`src/rtl/host_if_responder.sv`:
```
`default_nettype none
// ============================================================================
// Module  : host_if_responder
// Brief   : Host config/readback bus responder with a local register file,
//           a memory window, a start pulse and a sticky done flag.
// Revision: 1.0 - initial release
// ============================================================================
module host_if_responder #(
    parameter int ADDR_WIDTH = 16,
    parameter int DATA_WIDTH = 32,
    parameter int NUM_REGS   = 8,
    parameter int REG_IDX_W  = 3
) (
    input  logic                               clk,
    input  logic                               rst,
    input  logic                               write_en,
    output logic                               write_rdy,
    input  logic [ADDR_WIDTH-1:0]              write_addr,
    input  logic [DATA_WIDTH-1:0]              write_data,
    input  logic                               read_en,
    output logic                               read_rdy,
    input  logic [ADDR_WIDTH-1:0]              read_addr,
    input  logic                               read_data_rdy,
    output logic                               read_data_vld,
    output logic [DATA_WIDTH-1:0]              read_data,
    output logic                               mem_en,
    output logic                               mem_we,
    output logic [ADDR_WIDTH-2:0]              mem_addr,
    output logic [DATA_WIDTH-1:0]              mem_wdata,
    input  logic                               mem_rdy,
    input  logic [DATA_WIDTH-1:0]              mem_rdata,
    input  logic                               mem_rvld,
    output logic [(NUM_REGS-1)*DATA_WIDTH-1:0] cfg_regs,
    output logic                               start,
    input  logic                               busy_in,
    input  logic                               done_in
);
    localparam logic [REG_IDX_W-1:0] c_CTRL_IDX = '0;

    typedef enum logic [1:0] {
        IDLE     = 2'd0,
        MEM_REQ  = 2'd1,
        MEM_WAIT = 2'd2,
        RESP     = 2'd3
    } state_t;

    state_t r_state;
    state_t w_state_nxt;

    // Entry 0 is the CTRL slot; it is never written and only kept for uniform indexing.
    logic [DATA_WIDTH-1:0] r_regs [NUM_REGS];
    logic                  r_done;
    logic                  r_start;
    logic                  r_vld;
    logic [DATA_WIDTH-1:0] r_rdata;
    logic                  r_mem_en;
    logic                  r_mem_we;
    logic [ADDR_WIDTH-2:0] r_mem_addr;
    logic [DATA_WIDTH-1:0] r_mem_wdata;

    logic                  w_wr_acc;
    logic                  w_rd_acc;
    logic                  w_wr_mem;
    logic                  w_rd_mem;
    logic [REG_IDX_W-1:0]  w_wr_idx;
    logic [REG_IDX_W-1:0]  w_rd_idx;
    logic                  w_ctrl_wr;
    logic [DATA_WIDTH-1:0] w_rd_word;

    assign write_rdy = (r_state == IDLE) & ~rst;
    assign read_rdy  = (r_state == IDLE) & ~rst & ~write_en;

    assign w_wr_acc  = write_en & write_rdy;
    assign w_rd_acc  = read_en & read_rdy;
    assign w_wr_mem  = write_addr[ADDR_WIDTH-1];
    assign w_rd_mem  = read_addr[ADDR_WIDTH-1];
    assign w_wr_idx  = write_addr[REG_IDX_W-1:0];
    assign w_rd_idx  = read_addr[REG_IDX_W-1:0];
    assign w_ctrl_wr = w_wr_acc & ~w_wr_mem & (w_wr_idx == c_CTRL_IDX);
    assign w_rd_word = (w_rd_idx == c_CTRL_IDX) ?
                       {{(DATA_WIDTH-2){1'b0}}, r_done, busy_in} : r_regs[w_rd_idx];

    always_ff @(posedge clk) begin
        if (rst) begin
            r_state <= IDLE;
        end else begin
            r_state <= w_state_nxt;
        end
    end

    always_comb begin
        w_state_nxt = r_state;
        case (r_state)
            IDLE: begin
                if (w_wr_acc) begin
                    if (w_wr_mem) w_state_nxt = MEM_REQ;
                end else if (w_rd_acc) begin
                    w_state_nxt = w_rd_mem ? MEM_REQ : RESP;
                end
            end
            MEM_REQ:  if (mem_rdy)       w_state_nxt = r_mem_we ? IDLE : MEM_WAIT;
            MEM_WAIT: if (mem_rvld)      w_state_nxt = RESP;
            RESP:     if (read_data_rdy) w_state_nxt = IDLE;
            default:                     w_state_nxt = IDLE;
        endcase
    end

    always_ff @(posedge clk) begin
        if (rst) begin
            for (int i = 0; i < NUM_REGS; i++) r_regs[i] <= '0;
            r_done      <= 1'b0;
            r_start     <= 1'b0;
            r_vld       <= 1'b0;
            r_rdata     <= '0;
            r_mem_en    <= 1'b0;
            r_mem_we    <= 1'b0;
            r_mem_addr  <= '0;
            r_mem_wdata <= '0;
        end else begin
            r_start <= w_ctrl_wr & write_data[0];

            // A done pulse outranks a simultaneous clear request.
            if (done_in) begin
                r_done <= 1'b1;
            end else if (w_ctrl_wr & write_data[1]) begin
                r_done <= 1'b0;
            end

            if (w_wr_acc & ~w_wr_mem & (w_wr_idx != c_CTRL_IDX)) begin
                r_regs[w_wr_idx] <= write_data;
            end

            if (w_wr_acc & w_wr_mem) begin
                r_mem_en    <= 1'b1;
                r_mem_we    <= 1'b1;
                r_mem_addr  <= write_addr[ADDR_WIDTH-2:0];
                r_mem_wdata <= write_data;
            end else if (w_rd_acc & w_rd_mem) begin
                r_mem_en   <= 1'b1;
                r_mem_we   <= 1'b0;
                r_mem_addr <= read_addr[ADDR_WIDTH-2:0];
            end else if (r_mem_en & mem_rdy) begin
                r_mem_en <= 1'b0;
            end

            // Read data stays frozen while the host stalls the response.
            if (w_rd_acc & ~w_rd_mem) begin
                r_rdata <= w_rd_word;
                r_vld   <= 1'b1;
            end else if ((r_state == MEM_WAIT) & mem_rvld) begin
                r_rdata <= mem_rdata;
                r_vld   <= 1'b1;
            end else if (r_vld & read_data_rdy) begin
                r_vld <= 1'b0;
            end
        end
    end

    generate
        for (genvar gi = 1; gi < NUM_REGS; gi++) begin : g_cfg
            assign cfg_regs[gi*DATA_WIDTH-1 -: DATA_WIDTH] = r_regs[gi];
        end
    endgenerate

    assign start         = r_start;
    assign read_data_vld = r_vld;
    assign read_data     = r_rdata;
    assign mem_en        = r_mem_en;
    assign mem_we        = r_mem_we;
    assign mem_addr      = r_mem_addr;
    assign mem_wdata     = r_mem_wdata;

endmodule
`default_nettype wire

```
`config.mk`:
```
export PLATFORM = sky130hd
export DESIGN_NAME = host_if_responder
export DESIGN_NICKNAME = d
export VERILOG_FILES = /design/src/rtl/host_if_responder.sv
export SDC_FILE = /design/constraint.sdc
export NUM_CORES = 1
export LEC_CHECK = 0
export CORE_MARGIN = 10
export CORE_UTILIZATION = 51
export CTS_CLUSTER_DIAMETER = 50
export DETAILED_ROUTE_END_ITERATION = 10
export PLACE_DENSITY = 0.86
export SYNTH_ARGS = -nofsm -noshare
export SYNTH_HDL_FRONTEND = slang
export SYNTH_SLANG_ARGS = --single-unit
```
`constraint.sdc`:
```
create_clock -name clk -period 5.5 [get_ports clk]
set_clock_uncertainty 0.1 [all_clocks]
set_input_delay 1.1 -clock clk [delete_from_list [all_inputs] [get_ports clk]]
set_output_delay 1.1 -clock clk [all_outputs]
set_load 0.1 [all_outputs]
```
==> results.sh <==
export IMPL_fmax_mhz=266
export IMPL_clk_pin_slew_ps=60
export IMPL_crit_required_ps=5530
export IMPL_final_cell_mix="407 x clkdlybuf4s50_1, 225 x and2_1, 224 x edfxtp_1, 93 x mux2i_1, 86 x dfxtp_1"
export IMPL_avgSynthCellArea_um2=12.6
export IMPL_setup_tns_ps=0
export IMPL_core_area_um2=26200
export IMPL_synth_nets=1188
export IMPL_cellLeakagePower_nw=7.44
export IMPL_nets=1568
export IMPL_yosysSeqAreaShare_pct=62.0
export IMPL_arrival_ps=3790
export IMPL_grt_start_max_net_pins=75
export IMPL_drtAntennaViolNets=0
export IMPL_place_congestion=0.851
export IMPL_synth_cell_types=39
export IMPL_tightestPinTransition_ps=1160
export IMPL_io_pins=414
export IMPL_vias=10900
export IMPL_power_density_nw_per_um2=362
export IMPL_ys_warn_count=0
export IMPL_die_h_um=183
export IMPL_startpoint_type="primary input"
export IMPL_nFillCells=1729
export IMPL_drc_errors=0
export IMPL_grt_pass1_wl_um=73100
export IMPL_clk_insertion_delay_late_ps=500
export IMPL_synth_edff_count=224
export IMPL_grt_pass1_vias=11100
export IMPL_total_power_w=0.00689
export IMPL_path_max_fanout=33
export IMPL_grt_setup_unrepaired="false"
export IMPL_max_slew_margin_pct=22.2
export IMPL_async_reset_ff_share_pct=0
export IMPL_numPortBuffers=413
export IMPL_layoutNonFillerInstCount=1827
export IMPL_r2r_slack_ps=2120
export IMPL_first_pass_iters=7
export IMPL_syn_inst=1083
export IMPL_crit_chain="buf_4 > or3_4 > inv_2 > nand4b_1 > nor2_4 > or2_2"
export IMPL_maxSlewViolCount=0
export IMPL_grtUsageTotal_pct=28.9
export IMPL_cts_buffers=34
export IMPL_htreeDepth=2
export IMPL_endpoint_kind="flip-flop"
export IMPL_slowest_stage="or2_2"
export IMPL_cts_max_path_buffers=3
export IMPL_die_area_um2=33700
export IMPL_cap_violations=0
export IMPL_ir_drop_mv=0.270
export IMPL_holdCritPathClass="reg2reg"
export IMPL_final_common_cell="clkdlybuf4s50_1"
export IMPL_period_share_pct=68.3
export IMPL_netlist_area_um2=13600
export IMPL_place_inst=1762
export IMPL_cts_resized=0
export IMPL_outcome="finished, final reports clean"
export IMPL_cts_tree="done"
export IMPL_cts_sinks=310
export IMPL_synth_seq_cells=310
export IMPL_critPathKind="in2reg"
export IMPL_holdBufCountCts=0
export IMPL_cpPeakStageDelay_ps=780
export IMPL_viasPerCell=5.98
export IMPL_initial_utilization_pct=52.0
export IMPL_dp_hpwl_um=34300
export IMPL_rows=59
export IMPL_area_growth_pct=39.8
export IMPL_cts_root_buf="clkbuf_16"
export IMPL_dr_first_iter_drc_count=948
export IMPL_post_cts_buffers=0
export IMPL_setup_viol=0
export IMPL_drt_wl_total_um=51000
export IMPL_min_period_ps=3760
export IMPL_hold_viol=0
export IMPL_die_x_um=183
export IMPL_detail_route_wl_per_cell_um=27.9
export IMPL_synth_flop_cell="edfxtp_1"
export IMPL_drive_above_1_share_pct=8.80
export IMPL_overflow=0
export IMPL_antenna_found_initial=4
## sequential cells by signal, indices dropped and copies added, names as in the netlist
register / flops
read_data_vld: 1
mem_we: 1
mem_en: 1
mem_addr: 15
r_regs: 224
mem_wdata: 32
read_data: 32
start: 1
r_state: 2
r_done: 1
## where the power goes
| part | total, W | internal [W] | switching (W) |
|---|---|---|---|
| clock network | 0.00227 | 0.00135 | 0.000921 |
| logic | 0.00187 | 0.000447 | 0.00142 |
| registers | 0.00275 | 0.00265 | 0.000100 |
## layer usage
metal	share of wire, %	global-route usage, %
met2	49	49.1
met1	36	33.2
met3	11	9.27
met5	0	0
met4	3.8	11.2
## metrics by stage
| step | hold WS, ps | util (%) | area (um^2) | worst slack, ps |
|---|---|---|---|---|
| 2_1_floorplan | 373 | - | 13600 | 1590 |
| 3_3_place_gp | 341 | 68.4 | 17900 | 1330 |
| 3_5_place_dp | 346 | 68.4 | 17900 | 1180 |
| 4_1_cts | 354 | 72.7 | 19000 | 1710 |
| 5_1_grt | 372 | 72.7 | 19000 | 1590 |
| 6_report | 353 | 72.7 | 19000 | 1740 |
## Yosys cell counts (2+ instances only)
library cell  count  area share (%)
nor2_1           27            0.74
o21ai_0           2           0.073
nand2b_1          4            0.18
and3b_1           2            0.13
mux4_2            4            0.66
nor2b_1           2           0.092
a21oi_1          49             1.8
nand2_1          83             2.3
or2_2             7            0.32
buf_6             9            0.74
buf_2            21            0.77
inv_1             2           0.055
a21o_1           30             1.7
a211oi_1         16            0.88
and2_1          226              10
nor3_1           31             1.1
nor2_4            3            0.25
clkbuf_1         52             1.4
mux2i_1          93             6.8
mux2_2           33             2.7
edfxtp_1        224              49
a221oi_1         60             3.9
a311oi_1          2            0.13
dfxtp_1          86              13
## layout make-up
cell class	count	area, um^2	area share, %
sequential	310	8450	44.4
tap	335	419	2.20
timing repair buffer	428	4240	22.3
clock buffer	47	983	5.16
clock inverter	15	126	0.663
multi-input combinational	686	4810	25.3
antenna	3	7.51	0.0394
inverter	3	11.3	0.0591
## final timing paths
check	start	to	cells past startpoint
hold reg to reg	mem_wdata[3]	mem_wdata[3]	2
hold / removal	mem_wdata[3]	mem_wdata[3]	2
setup reg to reg	r_state[0]	r_regs[3][31]	5
setup / recovery	rst	r_regs[3][31]	6
## worst max-delay path: cells and delay by family
kind | cells | cell delay, ps
and+or+nand+nor | 4 | 2330
buffers and inverters | 2 | 310
## kinds of logic (layout without fill, tap and decap cells)
logic type	Yosys count	after routing	share of synthesized area [%]
other	0	3	0
flip-flops	310	310	62.0
AND/OR/NAND/NOR	393	393	16.0
AO/OA/AOI/OAI	163	163	8.64
multiplexers	130	130	10.2
buffers and inverters	87	493	3.11
No activity file was read; power rests on OpenSTA's default activity.
==> patch 1 (same flow settings) <==
The 4 states of `state_t` get a Gray code encoding in 2 bits.
--- a/src/rtl/host_if_responder.sv
+++ b/src/rtl/host_if_responder.sv
@@ -39,8 +39,8 @@
 
     typedef enum logic [1:0] {
-        IDLE     = 2'd0,
-        MEM_REQ  = 2'd1,
-        MEM_WAIT = 2'd2,
-        RESP     = 2'd3
+        IDLE     = 2'b00,
+        MEM_REQ  = 2'b01,
+        MEM_WAIT = 2'b11,
+        RESP     = 2'b10
     } state_t;
 
Check against the original RTL: no difference found for any inputs over 4 cycles, from zero or initial values and one cycle with rst high; so few cycles prove little.
==> patch 1 against the original RTL <==
- sequential cell count is the same
- wire length fell by 4.9%
- worst setup slack improved by 0.055 ns
- first-iteration DRC count fell by 3.9%
- critical path type is now primary input to output port
- power grew 5.7%
- die area decreased by 1.2%
- non-clock buffer count down 4
- area after synthesis down 1.3%
- design area increased by 0.64%
==> patch 1: results (changes against the original RTL) <==
Run status
  – Outcome: finished clean

GRT
  – Met2 Use GR: 0.478 (-0.0131)
  – Initial antenna violation count: 1 (-3)
  – Largest net degree at the start of global routing: 67 (-11%)
  – Vias in the first global route: 11080 (-0.45%)
  – Met1 usage: 0.321 (-0.0109)

Cells and area
  – Layout non-clock buf frac: 0.219 (-0.00364)
  – # diodes: 1 (-2)
  – Net count reported at finish: 1510 (-3.7%)
  – Layout cells sized above 1: 0.112 (+0.0237)
  – Fraction of area in multi-input gates: 0.248 (-0.00429)
  – Multi-input gates: 629 (-8.3%)
  – Area occupied by multi-input gates: 4760 um2 (-1.1%)
  – Inverter count: 4 (+1)

Synth
  – Syn_nets: 1125 (-5.3%)
  – Post-synthesis sequential area ratio: 0.628 (+0.00813)
  – Avg Cell Area, Syn: 13.2 um2 (+4.8%)
  – Synth cell count leaders: and2_1, edfxtp_1, nand2_1
  – Synth area leaders: edfxtp_1, dfxtp_1, and2_1
  – Yosys cell types: 37 (-5.1%)

Pwr
  – Clock power frac: 0.366 (+0.036)
  – Worst-case vdd ir drop: 0.311 mV (+15%)
  – Pleak: 7.07 nW (-5.0%)

Routing
  – Metal3 WL: 4510 um (-20%)
  – Routed wire per std cell: 27.4 um (-1.8%)
  – Iter 0 DRT Violations: 911 (-3.9%)
  – Total Wirelength: 48400 um (-4.9%)
  – Routed wl met2: 24600 um (-1.1%)
  – Drt first pass iters: 5 (-2)

Worst hold path
  – Hold Startpoint: mem_wdata[1]

Place
  – Placed cell count: 1702 (-3.4%)
  – Dpl hpwl: 32500 um (-5.3%)
  – Post-place setup slack: 1.50 ns (+0.316 ns)
  – GP Congestion: 0.844 (-0.85%)
  – Cell Area, Placed: 17800 um2 (-0.50%)

Worst setup path
  – Reg-to-reg endpoint: r_regs[4][29]
  – Worst-path fanout max: 31 (-6.1%)
  – Reg-to-reg slack, setup: 2.52 ns (+0.40 ns)
  – Number of cells on the worst reg-to-reg path: 3 (-2)

Timing
  – Rel. slew slack: 0.128 (-0.0934)
  – Hold Worst Slack: 0.354 ns (+0.00150 ns)
patch 1: changes by cell type in the layout (fill, tap and decap cells not counted), moves of 4 or more:
cell,change
a21o_1,-30
a221oi_1,-30
bufinv_16,+7
mux2i_1,-60
mux4_2,+30
nand2_1,+7
nor2_1,-4
nor2b_1,+32
nor3_1,-31
o21ai_4,+6
o32ai_1,+30
or2_2,-6
patch 1: how the worst max path moves through the flow:
stage | slack (ns) | endpoint
floorplan | 0.07 | r_regs[4][0]
global placement | 1.65 | r_regs[4][17]
detailed placement | 1.50 | r_regs[4][14]
CTS | 1.81 | read_rdy
global route | 1.74 | read_rdy
finish | 1.80 | read_rdy
patch 1: logic make-up after synthesis:
kind of cell / synth area share
flops: 0.628
mux: 0.107
simple gates: 0.164
buf+inv: 0.0279
compound gates: 0.0737
patch 1: critical path: cells and delay by family:
kind                   cells  cell delay (ns)
buffers and inverters      3             1.30
and+or+nand+nor            1             0.09
==> patch 2 (same settings) <==
Made on the original files. Change the parameter `ADDR_WIDTH` from 16 to 15.
--- a/src/rtl/host_if_responder.sv
+++ b/src/rtl/host_if_responder.sv
@@ -7,5 +7,5 @@
 // ============================================================================
 module host_if_responder #(
-    parameter int ADDR_WIDTH = 16,
+    parameter int ADDR_WIDTH = 15,
     parameter int DATA_WIDTH = 32,
     parameter int NUM_REGS   = 8,
Interface: changed (resized mem_addr, read_addr and write_addr); port bits go from 414 to 411. The function was not compared with the original's and may differ.
==> patch 2 against the original RTL <==
- sequential cell count fell by 1
- sequential power about the same
- power is 1.5% higher
- worst setup slack improved by 0.27 ns
- wire length decreased by 4.1%
- design area increased by 0.18%
- hold slack got worse by 0.00052 ns
- area after synthesis is 0.16% lower
- cell count decreased by 0.33%
- global-route usage is 0.92 points lower
- die area down 0.14%
- critical path type unchanged
- critical endpoint is now r_regs[1][16]
- largest power group unchanged
==> patch 2: results (changes against the original RTL) <==
Run status
  – Outcome: finished clean

Synth
  – EDFF count, synth: 224 (unchanged)
  – Synth area leaders: edfxtp_1, dfxtp_1, and2_1
  – Yosys warns: 0 (unchanged)
  – Syn_nets: 1181 (-0.59%)
  – Synth Flop Type: edfxtp_1
  – Asr flop ratio synth: 0 (unchanged)
  – Yosys cell types: 41 (+5.1%)
  – Post-synthesis sequential area ratio: 0.619 (about the same)
  – Synth cell count leaders: edfxtp_1, and2_1, mux2i_1

GRT
  – Global-route wire length before repair: 71400 um (-2.3%)
  – Met2 Use GR: 0.485 (-0.00611)
  – Largest net degree at the start of global routing: 83 (+11%)
  – Total track usage: 0.279 (-0.00922)
  – Routing usage on met3: 0.0901 (-0.00257)
  – Met1 usage: 0.319 (-0.0134)
  – Initial antenna violation count: 1 (-3)

CTS
  – Clock Path Buffers: 3 (unchanged)
  – PostCTS Resize Cnt: 0 (unchanged)
  – Clk pin slew, worst setup/hold paths: 0.06 ns (about the same)
  – Root Buffer: clkbuf_16
  – # Post-CTS Setup Buffers: 0 (unchanged)
  – H-tree depth: 2 (unchanged)
  – Later-pin clock latency in the skew report: 0.51 ns
  – Num CTS Buffers: 36 (+5.9%)

Routing
  – Iter 0 DRT Violations: 962 (+1.5%)
  – Vias post-DR: 10706 (-2.1%)
  – Routed wire per std cell: 26.8 um (-3.8%)
  – Drt first pass iters: 5 (-2)

Place
  – Dpl hpwl: 32600 um (-4.8%)
  – Cell Area, Placed: 17900 um2 (-0.26%)
  – GP Congestion: 0.818 (-3.8%)
  – PortBufs: 410 (-0.73%)
  – Post-place setup slack: 1.50 ns (+0.317 ns)

Cells and area
  – Filler cell count: 1705 (-1.4%)
  – Layout cells sized above 1: 0.103 (+0.0151)
  – Max reg flops: 224 (unchanged)
  – Reg with most FFs: r_regs
  – Net count reported at finish: 1560 (-0.51%)

Worst setup path
  – Worst-path fanout max: 33 (unchanged)
  – Worst Path Arrival: 3.52 ns (-0.27 ns)

Timing
  – Least-Margin Pin Slew: 1.11 ns (-0.0539 ns)

Worst hold path
  – Worst hold-check path type: flop to flop

Pwr
  – Int Power: 0.00454 W (+2.1%)
  – Pleak: 7.22 nW (-3.0%)
  – Worst-case vdd ir drop: 0.293 mV (+8.2%)
==> patch 2: cell count changes after synthesis, sizes merged, moves of 2 or more <==
cell	delta
a221o	+30
and3b	-2
nor3	-31
nand3	+30
o31ai	+30
a22oi	+30
a21o	-30
a221oi	-60
==> patch 2: layout make-up <==
cell class                      instances  area [um2]  area share
Tap cell                              335         419      0.0220
Timing Repair Buffer                  425        4210       0.221
Inverter                                3        11.3    0.000590
Antenna cell                            1        2.50    0.000131
Multi-Input combinational cell        682        4820       0.252
Sequential cell                       309        8430       0.442
Clock inverter                         18         208      0.0109
Clock buffer                           48         987      0.0517
==> patch 2: cells by family after synthesis <==
group,after synthesis,synth area share
AND/OR/NAND/NOR,390,0.162
flip-flops,309,0.619
AO/OA/AOI/OAI,162,0.0858
multiplexers,130,0.102
buffers and inverters,87,0.0308
==> patch 2: worst paths after layout <==
kind	from	slack [ns]	cells after the start	to
setup reg to reg	r_state[1]	2.41	6	r_regs[1][16]
hold / removal	mem_wdata[15]	0.35	2	mem_wdata[15]
setup / recovery	write_en	2.01	5	r_regs[1][16]
hold reg to reg	mem_wdata[15]	0.35	2	mem_wdata[15]
==> patch 2: power groups by stage <==
stage | Combinational, W | Sequential (W) | Clock [W]
after floorplan | 0.000352 | 0.00374 | 0
after global placement | 0.00182 | 0.00278 | 0
after detailed placement | 0.00183 | 0.00278 | 0
after CTS | 0.00184 | 0.00274 | 0.00243
after global routing | 0.00189 | 0.00275 | 0.00252
final | 0.00184 | 0.00274 | 0.00242
==> patch 2: stage by stage <==
step,utilization,hold WS (ns),instances
global placement,0.684,0.341,1754
floorplan,-,0.351,1078
global route,0.730,0.372,1820
CTS,0.730,0.353,1820
detailed placement,0.684,0.346,1754
finish,0.730,0.352,1821
==> patch 2: metal layers <==
layer  wire length [um]  share of wire
met1              17900           0.37
met2              24400           0.50
met3               5150           0.11
met4               1470          0.030
met5                  0              0
==> patch 2: worst max-delay path, stage by stage <==
cell             delay [ns]
clkdlybuf4s50_1        0.66
nand4b_1               0.44
nor3_4                 0.23
buf_4                  0.34
or2_2                  0.72
